<file path="src/rtl/fetch_redirect_ctrl.sv">
// Purpose: single-outstanding instruction fetch with a one-entry output buffer and branch/jump redirect.
// Latency: request issues the cycle after the buffer frees; instruction is buffered the cycle after i_imem_ack.
// Backpressure: no new fetch while the buffer is full and i_inst_ready is low; the request address is held until ack.
module fetch_redirect_ctrl #(
    parameter logic [31:0] RESET_PC = 32'h0000_0000
) (
    input  logic        i_clk,
    input  logic        i_rst,
    input  logic        i_B_J_result,
    input  logic [31:0] i_target,
    output logic        o_imem_req,
    output logic [31:0] o_imem_addr,
    input  logic        i_imem_ack,
    input  logic [31:0] i_imem_rdata,
    output logic        o_inst_valid,
    output logic [31:0] o_inst,
    output logic [31:0] o_inst_pc,
    input  logic        i_inst_ready,
    output logic        o_flush
);

    localparam logic [1:0] S_WAIT = 2'd0;
    localparam logic [1:0] S_REQ  = 2'd1;
    localparam logic [1:0] S_DROP = 2'd2;

    logic [1:0]  state;
    logic [31:0] pc;
    logic [31:0] req_addr;
    logic [31:0] tgt_aligned;
    logic        handshake;

    assign tgt_aligned = {i_target[31:2], 2'b00};
    assign handshake   = o_inst_valid && i_inst_ready;
    assign o_imem_req  = (state == S_REQ) || (state == S_DROP);
    assign o_imem_addr = req_addr;

    always_ff @(posedge i_clk) begin
        if (i_rst) begin
            state        <= S_WAIT;
            pc           <= RESET_PC;
            req_addr     <= RESET_PC;
            o_inst_valid <= 1'b0;
            o_inst       <= 32'h0;
            o_inst_pc    <= 32'h0;
            o_flush      <= 1'b0;
        end else begin
            o_flush <= i_B_J_result;
            if (handshake) begin
                o_inst_valid <= 1'b0;
            end
            // Redirect squashes the buffer; a same-cycle reload below is suppressed.
            if (i_B_J_result) begin
                pc           <= tgt_aligned;
                o_inst_valid <= 1'b0;
            end
            case (state)
                S_WAIT: begin
                    if (i_B_J_result) begin
                        req_addr <= tgt_aligned;
                        state    <= S_REQ;
                    end else if (!o_inst_valid || handshake) begin
                        req_addr <= pc;
                        state    <= S_REQ;
                    end
                end
                S_REQ: begin
                    if (i_imem_ack) begin
                        if (i_B_J_result) begin
                            req_addr <= tgt_aligned;
                        end else begin
                            o_inst_valid <= 1'b1;
                            o_inst       <= i_imem_rdata;
                            o_inst_pc    <= req_addr;
                            pc           <= req_addr + 32'd4;
                            state        <= S_WAIT;
                        end
                    end else if (i_B_J_result) begin
                        // The memory still owes a response for the stale address.
                        state <= S_DROP;
                    end
                end
                S_DROP: begin
                    if (i_imem_ack) begin
                        req_addr <= i_B_J_result ? tgt_aligned : pc;
                        state    <= S_REQ;
                    end
                end
                default: state <= S_WAIT;
            endcase
        end
    end

endmodule

</file>
<file path="config.mk">
export PLATFORM = sky130hd
export DESIGN_NAME = fetch_redirect_ctrl
export DESIGN_NICKNAME = d
export VERILOG_FILES = /design/src/rtl/fetch_redirect_ctrl.sv
export SDC_FILE = /design/constraint.sdc
export NUM_CORES = 1
export LEC_CHECK = 0
export ABC_AREA = 1
export ABC_CLOCK_PERIOD_IN_PS = 2000
export BUFFER_PORTS_ARGS = -buffer_cell sky130_fd_sc_hd__buf_2
export CORE_ASPECT_RATIO = 0.6
export CORE_UTILIZATION = 45
export DETAILED_ROUTE_END_ITERATION = 8
export PLACE_DENSITY = 0.7
export SETUP_SLACK_MARGIN = 0.05
export SLEW_MARGIN = 10
export SYNTH_ARGS = -nofsm -noshare
export SYNTH_HDL_FRONTEND = slang
export SYNTH_SLANG_ARGS = --single-unit
</file>
<file path="constraint.sdc">
create_clock -name i_clk -period 2 [get_ports i_clk]
set_input_delay 0.3 -clock i_clk [delete_from_list [all_inputs] [get_ports i_clk]]
set_output_delay 0.3 -clock i_clk [all_outputs]
set_load 0.005 [all_outputs]
</file>
==> results.tsv, run 1 <==
metric	value	unit
first-pass GRT wire length	30.21	mm
register area share after synthesis	43.36	%
min-delay worst type	in -> reg	
maximum vdd drop	0.0005069	V
Fin Clk Skew	0.008613	ns
R2R Path End	pc[4]	
Pre-antenna DRT Iters	7	
Hold Path Origin	i_imem_rdata[10]	
post-cts repair resize count	0	
CTS tree	built	
syn avg cell area	6.833	um2
vias in the first global route	5823	
Static Leak	3.744	nW
fin. max-slew vios	0	
share of the clock period used by the worst path	92.40	%
IO Pins	168	
H-tree Lvls	4	
kind of critical path	reg -> reg	
Synth Warn #	0	
Crit path arrival time	2.14	ns
worst reg2reg path depth	9	
Async SR Flop Fraction	0	%
Max stage delay on crit path	0.37	ns
Tightest Pin Transition	0.4060	ns
max frequency	0.5411	GHz
Clock Pin Slew Worst Setup and Hold Paths	0.06	ns
n_diodes	0	
proportion of layout cells with a drive suffix above 1	22.72	%
Root Buffer	clkbuf_16	
Critical Path Start Type	flip-flop	
total gr overflow	0	
Die H	92.15	um
fin nets	1135	
Slew headroom	72.93	%
internal reg-to-reg setup slack	0.15	ns
total number of vias	6500	
commonest non-fill, non-tap cell in the layout	nor2_1	
Syn Inst Count	892	
slowest CP cell	dfxtp_1	
Total Routing Usage GR	27.40	%
Residual DRC	6	
crit-path cells	inv_1, ha_1, nand2_1, nor2_4, inv_2, buf_4, nor3_1, a211oi_1, nor2_1	
crit-path max FO	17	
Post-DRT Antenna Nets	0	
pin count of the biggest net entering global routing	80	
die width	152.2	um
hold path endpoint	o_inst[10]	
num rows	32	
PD cells	982.3	nW/um2
Final Power	7.693	mW
routability cong.	0.9387	
DR WL/cell	15.02	um
Bufs on Longest Clock Path	2	
EDFF count, synth	0	
hpwl dp	13.23	mm
Synth cell types	34	
max-cap check violation count	0	
Fin Setup TNS	0	ns
failing checks	DRC	
hold_buf cts	0	
Core Footprint	13010	um2
min cycle time layout	1.848	ns
Final Hold Fails	0	
syn nets	966	
final setup vio count	0	
CP required	2.29	ns
Post-CTS Setup Repair Bufs	0	
clk sinks	132	
depth of the worst hold-timing path	3	
CTS buffer count	17	
synthesis-stage register bit count	132	
RSZ-0062 raised after global routing	true	
PortBufs	165	
Starting Density	46.84	%
Post-Syn Area	6095	um2
area delta synth->final	28.50	%
status	finished, violations left	
vias per cell	5.225	
initial antenna violation count	0	
most frequent cells in the layout	nor2_1, buf_2, nand2_1	
CP Capture Type	flip-flop	
DIE AREA	14030	um2
Reg-to-Reg Start	state[1]	
DR iter-0 viols	530	
WL final	18.69	mm
Clock Latency Late Sink	0.42	ns
Synth Flop Type	dfxtp_1	
==> worst max-delay path by stage <==
| stage | start | endpoint | slack (ns) | cells after the start |
|---|---|---|---|---|
| finish | state[1] | pc[4] | 0.15 | 9 |
| CTS | state[1] | pc[4] | 0.16 | 9 |
| global route | state[1] | o_imem_addr[6] | 0.0009 | 11 |
| detailed placement | state[1] | pc[4] | 0.17 | 9 |
| floorplan | state[1] | state[1] | 0.34 | 9 |
| global placement | state[1] | o_imem_addr[10] | 0.18 | 11 |
==> logic make-up (layout without fill, tap and decap cells) <==
family                     Yosys count  after routing  synth area share, %
and+or+nand+nor                    410            410                27.18
buffers and inverters              114            296                7.534
DFF                                132            132                43.36
adders and majority gates            5              5                1.026
AOI/OAI and AO/OA                  218            218                18.76
muxes                               13             13                2.135
==> metal layers <==
layer | routed length (um) | track usage, %
met5 | 0 | 0
met4 | 146 | 5.102
met3 | 1576 | 7.183
met2 | 7658 | 40.63
met1 | 9310 | 39.74
==> sequential cells by signal, summed over array words and instances, names as in the netlist <==
register	flops
pc	32
o_inst	32
o_inst_pc	32
o_flush	1
o_inst_valid	1
state	2
o_imem_addr	32
==> area by class of cell <==
class / count / area, um2
clock inverter: 13 / 123.9
clock buffer: 19 / 452.9
fill: 1242 / 5181
multi-input combinational: 646 / 3000
sequential: 132 / 2643
inverter: 62 / 232.7
tap: 170 / 212.7
timing repair buffer: 202 / 1166
==> critical path, delay by kind of cell, from the launching register on <==
family,cells,cell delay (ns)
AOI/OAI and AO/OA,1,0.19
buffers and inverters,3,0.57
DFF,1,0.37
adders and majority gates,1,0.21
and+or+nand+nor,4,0.38
==> power by group <==
part	switching (mW)	total [mW]	internal, mW
Combinational	0.868	1.48	0.607
Clock	1.25	3.04	1.79
Sequential	0.269	3.18	2.91
==> Yosys cell counts (2+ instances only) <==
library cell / instances / share of area, %
or2_2: 2 / 0.21
nor3_1: 11 / 0.90
o21ai_0: 101 / 8.3
a21oi_1: 95 / 7.8
nand3b_1: 7 / 0.86
inv_1: 59 / 3.6
o211a_1: 2 / 0.33
nand4_1: 7 / 0.72
nand2_1: 162 / 10
clkbuf_1: 27 / 1.7
buf_2: 16 / 1.3
nor2_1: 186 / 11
a211oi_1: 2 / 0.25
buf_1: 6 / 0.37
nand3_1: 30 / 2.5
o2111ai_1: 2 / 0.29
ha_1: 5 / 1.0
mux2i_1: 13 / 2.1
o211ai_1: 4 / 0.49
buf_4: 3 / 0.37
dfxtp_1: 132 / 43
inv_2: 2 / 0.12
a31oi_1: 7 / 0.72
==> metrics by stage <==
stage	hold WS (ns)	worst slack, ns	utilization (%)	cell area, um2	std cells
after global placement	0.4490	0.1774	55.69	7247	1212
final	0.09791	0.1519	60.18	7831	1244
after global routing	0.1011	0.0008789	60.18	7831	1244
after CTS	0.09362	0.1561	60.12	7824	1244
after floorplan	0.4349	0.3410	-	6095	892
after detailed placement	0.4526	0.1749	55.69	7247	1212
Power figures use the tool's default switching activity.
==> run 2: changes to the inputs <==
--- a/config.mk
+++ b/config.mk
@@ -10,6 +10,7 @@
 export BUFFER_PORTS_ARGS = -buffer_cell sky130_fd_sc_hd__buf_2
 export CORE_ASPECT_RATIO = 0.6
 export CORE_UTILIZATION = 45
+export CTS_BUF_LIST = sky130_fd_sc_hd__clkbuf_16
 export DETAILED_ROUTE_END_ITERATION = 8
 export PLACE_DENSITY = 0.7
 export SETUP_SLACK_MARGIN = 0.05
==> results.tsv, run 2 (same netlist as run 1, synthesis figures left out) <==
metric	value	unit
status	finished, violations left	
failing checks	DRC	
Post-CTS Setup Repair Bufs	0	
Residual DRC	6	
Worst Setup SP	state[1]	
R2R Path End	pc[4]	
clk sinks	132	
Levels on crit path	9	
H-tree Lvls	4	
total number of vias	6510	
crit-path max FO	17	
pin count of the biggest net entering global routing	80	
max-cap check violation count	0	
min cycle time layout	1.859	ns
Die H	92.15	um
vias per cell	5.233	
maximum vdd drop	0.0005051	V
DR WL/cell	15.06	um
first-pass GRT wire length	30.13	mm
hpwl dp	13.23	mm
Final Power	7.617	mW
Static Leak	3.733	nW
WL final	18.73	mm
area delta synth->final	28.17	%
vias in the first global route	5826	
Post-DRT Antenna Nets	0	
Crit path arrival time	2.15	ns
total gr overflow	0	
Slew headroom	73.16	%
area of the multi-input gates	3000	um2
max frequency	0.5378	GHz
num rows	32	
Max stage delay on crit path	0.37	ns
Core Footprint	13010	um2
share of the clock period used by the worst path	92.97	%
Bufs on Longest Clock Path	2	
fin nets	1135	
proportion of layout cells with a drive suffix above 1	22.53	%
CTS tree	built	
Fin Clk Skew	0.006572	ns
die width	152.2	um
commonest non-fill, non-tap cell in the layout	nor2_1	
Total Routing Usage GR	27.31	%
DIE AREA	14030	um2
kind of critical path	reg -> reg	
Reg-to-Reg Start	state[1]	
most frequent cells in the layout	nor2_1, buf_2, nand2_1	
PortBufs	165	
final setup vio count	0	
initial antenna violation count	0	
internal reg-to-reg setup slack	0.14	ns
Starting Density	46.84	%
IO Pins	168	
crit-path cells	inv_1, ha_1, nand2_1, nor2_4, inv_2, buf_4, nor3_1, a211oi_1, nor2_1	
Fin Setup TNS	0	ns
buffering stage count on the worst path with inverters included	3	
WHS	0.09884	ns
Clock Pin Slew Worst Setup and Hold Paths	0.06	ns
worst reg2reg path depth	9	
routability cong.	0.9387	
CP required	2.29	ns
Top Family by Delay on Critical Path	buffers and inverters	
Root Buffer	clkbuf_16	
n_diodes	0	
CTS buffer count	17	
Tightest Pin Transition	0.4012	ns
DR iter-0 viols	476	
RSZ-0062 raised after global routing	true	
Critical Path Start Type	flip-flop	
Worst Setup EP	pc[4]	
Storage cell area	2643	um2
Final Hold Fails	0	
PD cells	975.1	nW/um2
min-delay worst type	in -> reg	
slowest CP cell	dfxtp_1	
fin. max-slew vios	0	
Filler cells	1243	
CP Capture Type	flip-flop	
Pre-antenna DRT Iters	7	
Clock Latency Late Sink	0.42	ns
## run 2: changes by cell type in the layout (fill, tap and decap cells not counted)
cell,change
clkbuf_8,-2
clkinv_1,+2
## run 2: worst min path at each step
stage / endpoint / cells after the start / startpoint / slack [ns]
final: o_inst[10] / 3 / i_imem_rdata[10] / 0.1
after global routing: o_inst[6] / 3 / i_imem_rdata[6] / 0.10
after CTS: o_inst[10] / 3 / i_imem_rdata[10] / 0.09
after detailed placement: o_inst_pc[15] / 2 / o_inst_pc[15] / 0.45
after global placement: o_inst_pc[30] / 2 / o_inst_pc[30] / 0.45
after floorplan: o_inst[0] / 2 / i_imem_rdata[0] / 0.43
## run 2: cell type report
cell class,count,area share [%]
Multi-Input combinational cell,646,38.41
Clock buffer,17,5.446
Sequential cell,132,33.83
Tap cell,170,2.723
Clock inverter,15,1.682
Inverter,62,2.979
Timing Repair Buffer,202,14.93
## run 2: worst reg2reg max path, stage by stage, from the launching register on
cell      delay, ns
dfxtp_1        0.37
inv_1          0.08
ha_1           0.21
nand2_1        0.20
nor2_4         0.07
inv_2          0.27
buf_4          0.24
nor3_1         0.06
a211oi_1       0.19
nor2_1         0.06
## run 2: metal layers
metal	GRT usage, %	wire length (um)	vias to the layer above
met5	0	0	-
met4	5.187	120	0
met3	7.278	1625	19
met2	40.32	7566	282
met1	39.62	9419	2926
li1	-	-	3283
## run 2: power by group
group | switching, mW | total, mW | internal [mW]
sequential | 0.272 | 3.18 | 2.91
combinational | 0.869 | 1.48 | 0.607
clock | 1.25 | 2.96 | 1.71
total | 2.39 | 7.62 | 5.23
## run 2: stage by stage
stage | instance area, um2 | std cells | utilization [%] | setup slack (ns)
after global placement | 7247 | 1212 | 55.69 | 0.1774
after detailed placement | 7247 | 1212 | 55.69 | 0.1749
final | 7811 | 1244 | 60.03 | 0.1405
after global routing | 7811 | 1244 | 60.03 | 0.001973
after floorplan | 6095 | 892 | - | 0.3410
after CTS | 7804 | 1244 | 59.97 | 0.1561
## run 2: repair_timing
item / in CTS / in global routing
setup endpoints to repair: 0 / 20
resized for setup: 0 / 3
hold buffers: 0 / 0
